--- config.mk ---
export PLATFORM = sky130hd
export DESIGN_NAME = cpu_test_loader
export DESIGN_NICKNAME = d
export VERILOG_FILES = /design/src/rtl/cpu_test_loader.sv
export SDC_FILE = /design/constraint.sdc
export NUM_CORES = 1
export LEC_CHECK = 0
export ABC_CLOCK_PERIOD_IN_PS = 2900
export BUFFER_PORTS_ARGS = -buffer_cell sky130_fd_sc_hd__buf_2
export CAP_MARGIN = 20
export CORE_MARGIN = 2
export CORE_UTILIZATION = 50
export DETAILED_ROUTE_END_ITERATION = 8
export GPL_TIMING_DRIVEN = 0
export PLACE_DENSITY = 0.75
export SYNTH_ARGS = -nofsm -noshare
export SYNTH_HDL_FRONTEND = slang
export SYNTH_SLANG_ARGS = --single-unit
--- constraint.sdc ---
create_clock -name clk -period 2.9 [get_ports clk]
set_input_delay 0 -clock clk [delete_from_list [all_inputs] [get_ports clk]]
set_output_delay 0 -clock clk [all_outputs]
set_load 0.02 [all_outputs]
--- src/rtl/cpu_test_loader.sv ---
// cpu_test_loader: host-side initiator for the CPU test/debug port.
//
// A session loads a program word stream into CPU memory through the test
// write path, releases test mode, pulses start, and watches the CPU state
// until halt or timeout. It then reads back a memory window through the test
// read path and streams it out with backpressure.
//
// Ports:
//   clk, rst_n                      clock, async active-low reset
//   in_valid/in_data/in_last/in_ready  program word stream (input)
//   ext_addr/ext_data/test/tMemWrite/TestMem/start  CPU test port drive
//   cpu_state/cpu_outr/TestMemout   CPU observation and test read data
//   out_valid/out_data/out_ready    dump word stream (output)
//   result/done/timeout/overflow    session status (flags are sticky)
//
// Every output is a register. A new session clears the sticky flags.

module cpu_test_loader #(
  parameter logic [15:0] LOAD_BASE   = 16'h0000,
  parameter int unsigned MAX_WORDS   = 256,
  parameter logic [4:0]  HALT_STATE  = 5'd31,
  parameter logic [15:0] RUN_TIMEOUT = 16'hFFFF,
  parameter logic [15:0] DUMP_BASE   = 16'h0080,
  parameter int unsigned DUMP_LEN    = 16
) (
  input  logic        clk,
  input  logic        rst_n,
  input  logic        in_valid,
  input  logic [15:0] in_data,
  input  logic        in_last,
  output logic        in_ready,
  output logic [15:0] ext_addr,
  output logic [15:0] ext_data,
  output logic        test,
  output logic        tMemWrite,
  output logic        TestMem,
  output logic        start,
  input  logic [4:0]  cpu_state,
  input  logic [15:0] cpu_outr,
  input  logic [15:0] TestMemout,
  output logic        out_valid,
  output logic [15:0] out_data,
  input  logic        out_ready,
  output logic [15:0] result,
  output logic        done,
  output logic        timeout,
  output logic        overflow
);

  typedef enum logic [2:0] {
    StIdle,
    StLoad,
    StStart,
    StRun,
    StDumpRd,
    StDumpOut
  } state_e;

  state_e      state_q, state_d;
  // Sub-step within StStart (release test / pulse start) and StDumpRd
  // (address cycle / data cycle).
  logic        phase_q, phase_d;
  logic [15:0] wcnt_q, wcnt_d;
  logic [15:0] cyc_q, cyc_d;
  logic        halt_seen_q, halt_seen_d;
  logic [15:0] dcnt_q, dcnt_d;

  logic        in_ready_q, in_ready_d;
  logic [15:0] ext_addr_q, ext_addr_d;
  logic [15:0] ext_data_q, ext_data_d;
  logic        test_q, test_d;
  logic        tmem_write_q, tmem_write_d;
  logic        testmem_q, testmem_d;
  logic        start_q, start_d;
  logic        out_valid_q, out_valid_d;
  logic [15:0] out_data_q, out_data_d;
  logic [15:0] result_q, result_d;
  logic        done_q, done_d;
  logic        timeout_q, timeout_d;
  logic        overflow_q, overflow_d;

  logic        accept;
  logic [15:0] load_idx;
  logic        load_final;
  logic        halt_now;
  logic        run_expired;
  logic        dump_more;

  assign accept      = in_valid & in_ready_q;
  // The word accepted in IDLE is always index 0 of a fresh program.
  assign load_idx    = (state_q == StIdle) ? 16'd0 : wcnt_q;
  assign load_final  = in_last | (32'(load_idx) == MAX_WORDS - 1);
  // Halt needs the halt code on two consecutive RUN cycles.
  assign halt_now    = (cpu_state == HALT_STATE) && halt_seen_q;
  assign run_expired = (cyc_q == RUN_TIMEOUT - 16'd1);
  assign dump_more   = (32'(dcnt_q) + 32'd1) < DUMP_LEN;

  always_comb begin
    state_d      = state_q;
    phase_d      = phase_q;
    wcnt_d       = wcnt_q;
    cyc_d        = cyc_q;
    halt_seen_d  = halt_seen_q;
    dcnt_d       = dcnt_q;
    in_ready_d   = in_ready_q;
    ext_addr_d   = ext_addr_q;
    ext_data_d   = ext_data_q;
    test_d       = test_q;
    tmem_write_d = 1'b0;
    testmem_d    = testmem_q;
    start_d      = 1'b0;
    out_valid_d  = out_valid_q;
    out_data_d   = out_data_q;
    result_d     = result_q;
    done_d       = done_q;
    timeout_d    = timeout_q;
    overflow_d   = overflow_q;

    unique case (state_q)
      StIdle, StLoad: begin
        if (state_q == StIdle) begin
          in_ready_d = 1'b1;
          test_d     = 1'b0;
          testmem_d  = 1'b0;
        end
        if (accept) begin
          if (state_q == StIdle) begin
            done_d     = 1'b0;
            timeout_d  = 1'b0;
            overflow_d = 1'b0;
          end
          test_d       = 1'b1;
          tmem_write_d = 1'b1;
          ext_addr_d   = LOAD_BASE + load_idx;
          ext_data_d   = in_data;
          wcnt_d       = load_idx + 16'd1;
          state_d      = StLoad;
          if (load_final) begin
            in_ready_d = 1'b0;
            state_d    = StStart;
            phase_d    = 1'b0;
            if (!in_last) begin
              overflow_d = 1'b1;
            end
          end
        end
      end

      StStart: begin
        if (!phase_q) begin
          test_d  = 1'b0;
          phase_d = 1'b1;
        end else begin
          // RUN begins in the cycle the start pulse is visible.
          start_d     = 1'b1;
          state_d     = StRun;
          cyc_d       = 16'd0;
          halt_seen_d = 1'b0;
        end
      end

      StRun: begin
        cyc_d       = cyc_q + 16'd1;
        halt_seen_d = (cpu_state == HALT_STATE);
        if (halt_now || run_expired) begin
          // Halt takes priority over a simultaneous timeout.
          timeout_d  = ~halt_now;
          result_d   = cpu_outr;
          state_d    = StDumpRd;
          phase_d    = 1'b0;
          dcnt_d     = 16'd0;
          test_d     = 1'b1;
          testmem_d  = 1'b1;
          ext_addr_d = DUMP_BASE;
        end
      end

      StDumpRd: begin
        // Read data arrives one cycle after the address is presented.
        if (!phase_q) begin
          phase_d = 1'b1;
        end else begin
          out_data_d  = TestMemout;
          out_valid_d = 1'b1;
          state_d     = StDumpOut;
        end
      end

      StDumpOut: begin
        if (out_ready) begin
          out_valid_d = 1'b0;
          if (dump_more) begin
            dcnt_d     = dcnt_q + 16'd1;
            ext_addr_d = DUMP_BASE + dcnt_q + 16'd1;
            state_d    = StDumpRd;
            phase_d    = 1'b0;
          end else begin
            test_d    = 1'b0;
            testmem_d = 1'b0;
            done_d    = 1'b1;
            state_d   = StIdle;
          end
        end
      end

      default: begin
        state_d = StIdle;
      end
    endcase
  end

  always_ff @(posedge clk or negedge rst_n) begin
    if (!rst_n) begin
      state_q      <= StIdle;
      phase_q      <= 1'b0;
      wcnt_q       <= '0;
      cyc_q        <= '0;
      halt_seen_q  <= 1'b0;
      dcnt_q       <= '0;
      in_ready_q   <= 1'b0;
      ext_addr_q   <= '0;
      ext_data_q   <= '0;
      test_q       <= 1'b0;
      tmem_write_q <= 1'b0;
      testmem_q    <= 1'b0;
      start_q      <= 1'b0;
      out_valid_q  <= 1'b0;
      out_data_q   <= '0;
      result_q     <= '0;
      done_q       <= 1'b0;
      timeout_q    <= 1'b0;
      overflow_q   <= 1'b0;
    end else begin
      state_q      <= state_d;
      phase_q      <= phase_d;
      wcnt_q       <= wcnt_d;
      cyc_q        <= cyc_d;
      halt_seen_q  <= halt_seen_d;
      dcnt_q       <= dcnt_d;
      in_ready_q   <= in_ready_d;
      ext_addr_q   <= ext_addr_d;
      ext_data_q   <= ext_data_d;
      test_q       <= test_d;
      tmem_write_q <= tmem_write_d;
      testmem_q    <= testmem_d;
      start_q      <= start_d;
      out_valid_q  <= out_valid_d;
      out_data_q   <= out_data_d;
      result_q     <= result_d;
      done_q       <= done_d;
      timeout_q    <= timeout_d;
      overflow_q   <= overflow_d;
    end
  end

  assign in_ready  = in_ready_q;
  assign ext_addr  = ext_addr_q;
  assign ext_data  = ext_data_q;
  assign test      = test_q;
  assign tMemWrite = tmem_write_q;
  assign TestMem   = testmem_q;
  assign start     = start_q;
  assign out_valid = out_valid_q;
  assign out_data  = out_data_q;
  assign result    = result_q;
  assign done      = done_q;
  assign timeout   = timeout_q;
  assign overflow  = overflow_q;

endmodule

# Word level (Yosys, flattened, before mapping)

Cells that the tools add are included.

Add/sub/neg operators: 6
Magnitude comparators: 1
Equal/unequal tests: 19
Muxes and demuxes: 55
Bitwise gates (word level): 3
Reduce and logical (&&, ||, !) cells: 26

Operators with widths:

| kind                                                                          | count |
|---|---|
| 16-bit 2-to-1 mux                                                             | 9 |
| 16-bit by 1-bit adder with 16-bit output, second input constant               | 4 |
| 16-bit case mux with 2 select lines                                           | 2 |
| 16-bit case mux with 3 select lines                                           | 1 |
| 1-bit 2-to-1 mux                                                              | 28 |
| 2-bit != test, second input constant                                          | 10 |
| 5-bit AND reduction                                                           | 4 |
| 3-bit 2-to-1 mux                                                              | 6 |
| 16-bit by 1-bit adder with 17-bit output, second input constant               | 1 |
| 17-bit by 5-bit less-than comparator with 1-bit output, second input constant | 1 |
| 8-bit by 16-bit adder with 16-bit output, first input constant                | 1 |
| 16-bit == test, second input constant                                         | 1 |
| 16-bit by 8-bit == test with 1-bit output, second input constant              | 1 |
| 3-bit case mux with 5 select lines                                            | 1 |
| 6-bit AND reduction                                                           | 2 |
| 2-bit nonzero test                                                            | 5 |
| 1-bit case mux with 2 select lines                                            | 4 |
| 1-bit case mux with 4 select lines                                            | 2 |
| 2-bit AND reduction                                                           | 4 |
| 4-bit AND reduction                                                           | 2 |
| 4-bit nonzero test                                                            | 2 |
| 3-bit by 2-bit == test with 1-bit output, second input constant               | 2 |
| 3-bit == test, second input constant                                          | 2 |
| 5-bit == test, second input constant                                          | 1 |
| other kinds (13)                                                              | 14 |

Register bits: 126
Bits of input ports: 58
Output and inout bits: 73

# Longest topological paths before layout

Depth after elaboration: 7
Depth in mapped cells: 13

# Least setup slack after synthesis

No wires, ideal clock.

Kind: flip-flop to flip-flop
Start: reg dcnt_q[0]
End: reg ext_addr_q[10] (netlist: ext_addr[10])
Setup time: 125 ps
Data arrival time: 2,409 ps
Required time: 2,775 ps
Path slack: 366 ps
Cell stages (with the launch flop): 10
Buffers on the path: 1
Clock period less this slack: 2,534 ps
Cell sequence: dfrtp_1 > ha_1 > nand3_2 > or4_4 > a21oi_2 > o2111ai_2 > nor4_4 > a21oi_4 > buf_6 > mux2_4

Word-level cells in the longest chain between the ends: 5
Elaborated cells on any way between the ends: 9
Those cells by class: add/sub: 3; order compare: 1; eq/ne: 1; mux: 3; reduce/logical: 1

Ends and longest elaborated chain:

| item                                     | RTL line | text |
|---|---|---|
| start: declaration                       | 66       | `logic [15:0] dcnt_q, dcnt_d;` |
| start signal: assignment                 | 239      | `dcnt_q <= dcnt_d;` |
| 8-bit by 16-bit adder with 16-bit output | 194      | `ext_addr_d = DUMP_BASE + dcnt_q + 16'd1;` |
| 16-bit by 1-bit adder with 16-bit output | 194      |  |
| 16-bit 2-to-1 mux                        | 192      | `if (dump_more) begin` |
| 16-bit 2-to-1 mux                        | 190      | `if (out_ready) begin` |
| 16-bit case mux with 3 select lines      | 119      | `unique case (state_q)` |
| end signal: assignment                   | 241      | `ext_addr_q <= ext_addr_d;` |
| end: declaration                         | 69       | `logic [15:0] ext_addr_q, ext_addr_d;` |

Parallel ways exist; a longest one is shown, timed or not. The select of a mux whose other input is x is not followed.
A chain may end at the register's enable or synchronous reset.

# Final worst setup path

Start: reg state_q[2]
End: reg result_q[11] (netlist: result[11])

Word-level cells in the longest chain between the ends: 2

Ends and longest elaborated chain:

| item                                     | RTL line | text |
|---|---|---|
| start: declaration                       | 59       | `state_e state_q, state_d;` |
| start signal: assignment                 | 214      | `state_q <= StIdle;` |
| start signal: assignment                 | 234      | `state_q <= state_d;` |
| 3-bit by 2-bit == test with 1-bit output | 119      |  |
| 2-bit AND reduction (no line)            | n/a      |  |
| end signal: assignment                   | 249      | `result_q <= result_d;` |
| end: declaration                         | 77       | `logic [15:0] result_q, result_d;` |

Every way passes these cells.

==> impl_metrics.json <==
{
  "final_cell_area_um2": 8150,
  "wire_per_inst_um": 16.0,
  "tns_ps": 0,
  "drt_iter0_drc": 391,
  "syn-mean-instance-area_um2": 10.0,
  "cts.clk_slew.worst_paths_ps": 50,
  "clock_sinks": 126,
  "grt_usage_pct": 24.9,
  "start_util_pct": 51.0,
  "netlist_top_cells_count": "126 x dfrtp_1, 122 x nand2_1, 41 x nor2_1",
  "post_dp_cell_area_um2": 6960,
  "num_rows": 40,
  "setup_viol": 0,
  "powerDensity_nw_per_um2": 934,
  "cp-start-kind": "flop",
  "rsz0062_at_grt": "false",
  "via_per_inst": 5.47,
  "clock-skew-final_ps": 6.95,
  "swShare_pct": 37.4,
  "clkLatencyLatePin_ps": 430,
  "dp.cells": 887,
  "dp.final_hpwl_um": 10200,
  "drive_gt1_share_pct": 28.4,
  "ys_seq_elements": 126,
  "hp-class": "input pin to asynchronous set/reset pin",
  "cts_tree": "yes",
  "path_class": "flop to flop",
  "async_reset_ff_share_pct": 100,
  "gp_congestion": 0.872,
  "synth_most_common_cell": "dfrtp_1",
  "status": "completed",
  "synthesis.area_um2": 6090,
  "die_width_um": 114,
  "end_kind": "flop",
  "h-tree-depth": 4,
  "die_h_um": 114,
  "drc": 0,
  "areaGrowthSynthToFinish_pct": 33.8,
  "p_switching_mw": 2.85,
  "slew_violations": 0,
  "final-instance-count-excl-fill": 972,
  "tightest_slew_ps": 680,
  "io_buffers": 130,
  "p_comb_share_pct": 37.5,
  "ir_worst_vdd_mv": 0.682,
  "dieArea_um2": 13100,
  "relSlewSlack_pct": 54.4,
  "wirelength_um": 15600,
  "synth_top_area_share_pct": 51.7,
  "internal_power_mw": 4.76,
  "num_antenna_cells": 0,
  "core_um2": 12000,
  "numCtsBuffers": 17,
  "maxCapViolCount": 0,
  "p_leak_nw": 3.92,
  "cp_data_required_time_ps": 3210,
  "p_clk_share_pct": 28.9,
  "grt_pass1_vias": 5307,
  "hold_viol": 0,
  "io_pins": 131,
  "arrival_ps": 3040,
  "whs_ps": 18.5,
  "ys.flop_type": "dfrtp_1",
  "yosys.area.top_type": "dfrtp_1",
  "ys_seq_area_share_pct": 51.7,
  "fin_util_pct": 68.1,
  "fin_crit_sh_pct": 94.1,
  "syn_nets": 671,
  "synth_edf_count": 0,
  "min_period_ps": 2730,
  "yosys_warnings": 0,
  "p_seq_share_pct": 33.5,
  "firstDrtPassIters": 5,
  "grt_max_degree": 97,
  "cts_max_path_buffers": 2,
  "grt_pass1_wl_um": 25100,
  "postRouteAntennaNets": 0,
  "num_vias": 5316,
  "crit_fanout": 10,
  "fmax_mhz": 366,
  "synth_cell_types": 54,
  "cts_root_buffer": "clkbuf_16",
  "netlist_instances": 609,
  "ys_top_cells_by_area": "dfrtp_1 52%, nand2_1 7.5%, mux2_2 6.1%",
  "final_nets": 875,
  "antenna_found_initial": 0,
  "grt_overflow_total": 0
}
-- placed cells by master, fill, tap and decap left out, types with 5 or more instances in the layout --
master,count
inv_1,14
nand4_1,12
clkbuf_1,20
mux2_1,6
mux2_4,8
a22o_1,5
clkbuf_16,17
o21ai_1,6
xnor2_1,16
dlygate4sd3_1,53
nor2_1,40
nand3_1,23
buf_2,135
and2_1,15
o211ai_1,6
o21ai_0,35
mux2i_1,6
nand2_1,120
mux2_2,33
a21oi_1,17
xor2_1,10
or3_1,5
dfrtp_1,126
a31oi_1,5
and3_1,5
o31ai_1,8
-- power groups by stage --
stage / Combinational [mW] / Clock, mW / Sequential [mW]
2_1_floorplan: 1.42 / 0 / 2.99
3_3_place_gp: 2.66 / 0 / 2.54
3_5_place_dp: 2.73 / 0 / 2.57
4_1_cts: 2.82 / 2.23 / 2.54
5_1_grt: 3.11 / 2.31 / 2.62
6_report: 2.86 / 2.20 / 2.55
-- worst paths after layout --
check	startpoint	cells after the start	endpoint	slack, ps
min reg2reg	ext_data[8]	2	ext_data[8]	470
max reg2reg	state_q[2]	8	result[11]	170
max	state_q[2]	8	result[11]	170
min in group clk	cpu_state[0]	4	timeout	30
max in group asynchronous	rst_n	3	ext_data[9]	2110
min	rst_n	2	dcnt_q[15]	20
-- per-layer routing --
| layer | vias to the layer above | part of all wire, % | global-route usage (%) |
|---|---|---|---|
| li1 | 2521 | - | - |
| met1 | 2546 | 40 | 29.4 |
| met2 | 209 | 51 | 42.1 |
| met3 | 40 | 6.1 | 7.46 |
| met4 | 0 | 2.8 | 10.7 |
| met5 | - | 0 | 0 |
-- metrics by stage --
step	worst slack (ps)	total power, mW
after floorplan	366	4.41
after global placement	-114	5.20
after detailed placement	-140	5.30
after CTS	26.4	7.59
after global routing	22.3	8.04
final	171	7.61
-- critical path, cell delays in order (launching register included) --
cell and delay [ps]:
dfrtp_1 460, and3b_1 230, clkbuf_1 280, o21ai_1 150
a31oi_2 360, nor2_1 190, nand2_2 240, buf_2 310
mux2_2 380
-- state kept, by name, summed over array words and instances, names as in the netlist, 3 cells and up --
signal    flops
ext_addr     16
dcnt_q       16
result       16
state_q       3
out_data     16
ext_data     16
wcnt_q       16
cyc_q        16
-- final cells by class --
class / count / area (um2)
plain buffers: 29 / 126
clock buffers: 21 / 480
fillers: 883 / 3810
flip-flops and latches: 126 / 3150
well taps: 147 / 184
repair buffers: 185 / 1220
clock inverters: 10 / 136
multi-input cells: 440 / 2800
inverters: 14 / 52.6
-- timing repair --
| action | in CTS | in global routing |
|---|---|---|
| endpoints found under the setup margin | 15 | 31 |
| pin swaps | 0 | 3 |
| buffers inserted | 0 | 1 |
| hold endpoints to repair | 181 | 0 |
| hold buffers | 53 | 0 |
| resized for setup | 4 | 8 |
-- logic make-up after synthesis --
group / share of synthesized area (%)
flip-flops: 51.7
multiplexers: 10.2
buffers and inverters: 2.87
AND/OR/NAND/NOR: 20.1
adder cells (fa/ha/maj): 0.821
AO/OA/AOI/OAI: 10.6
XOR/XNOR: 3.74
No activity file was read; power rests on OpenSTA's default activity.
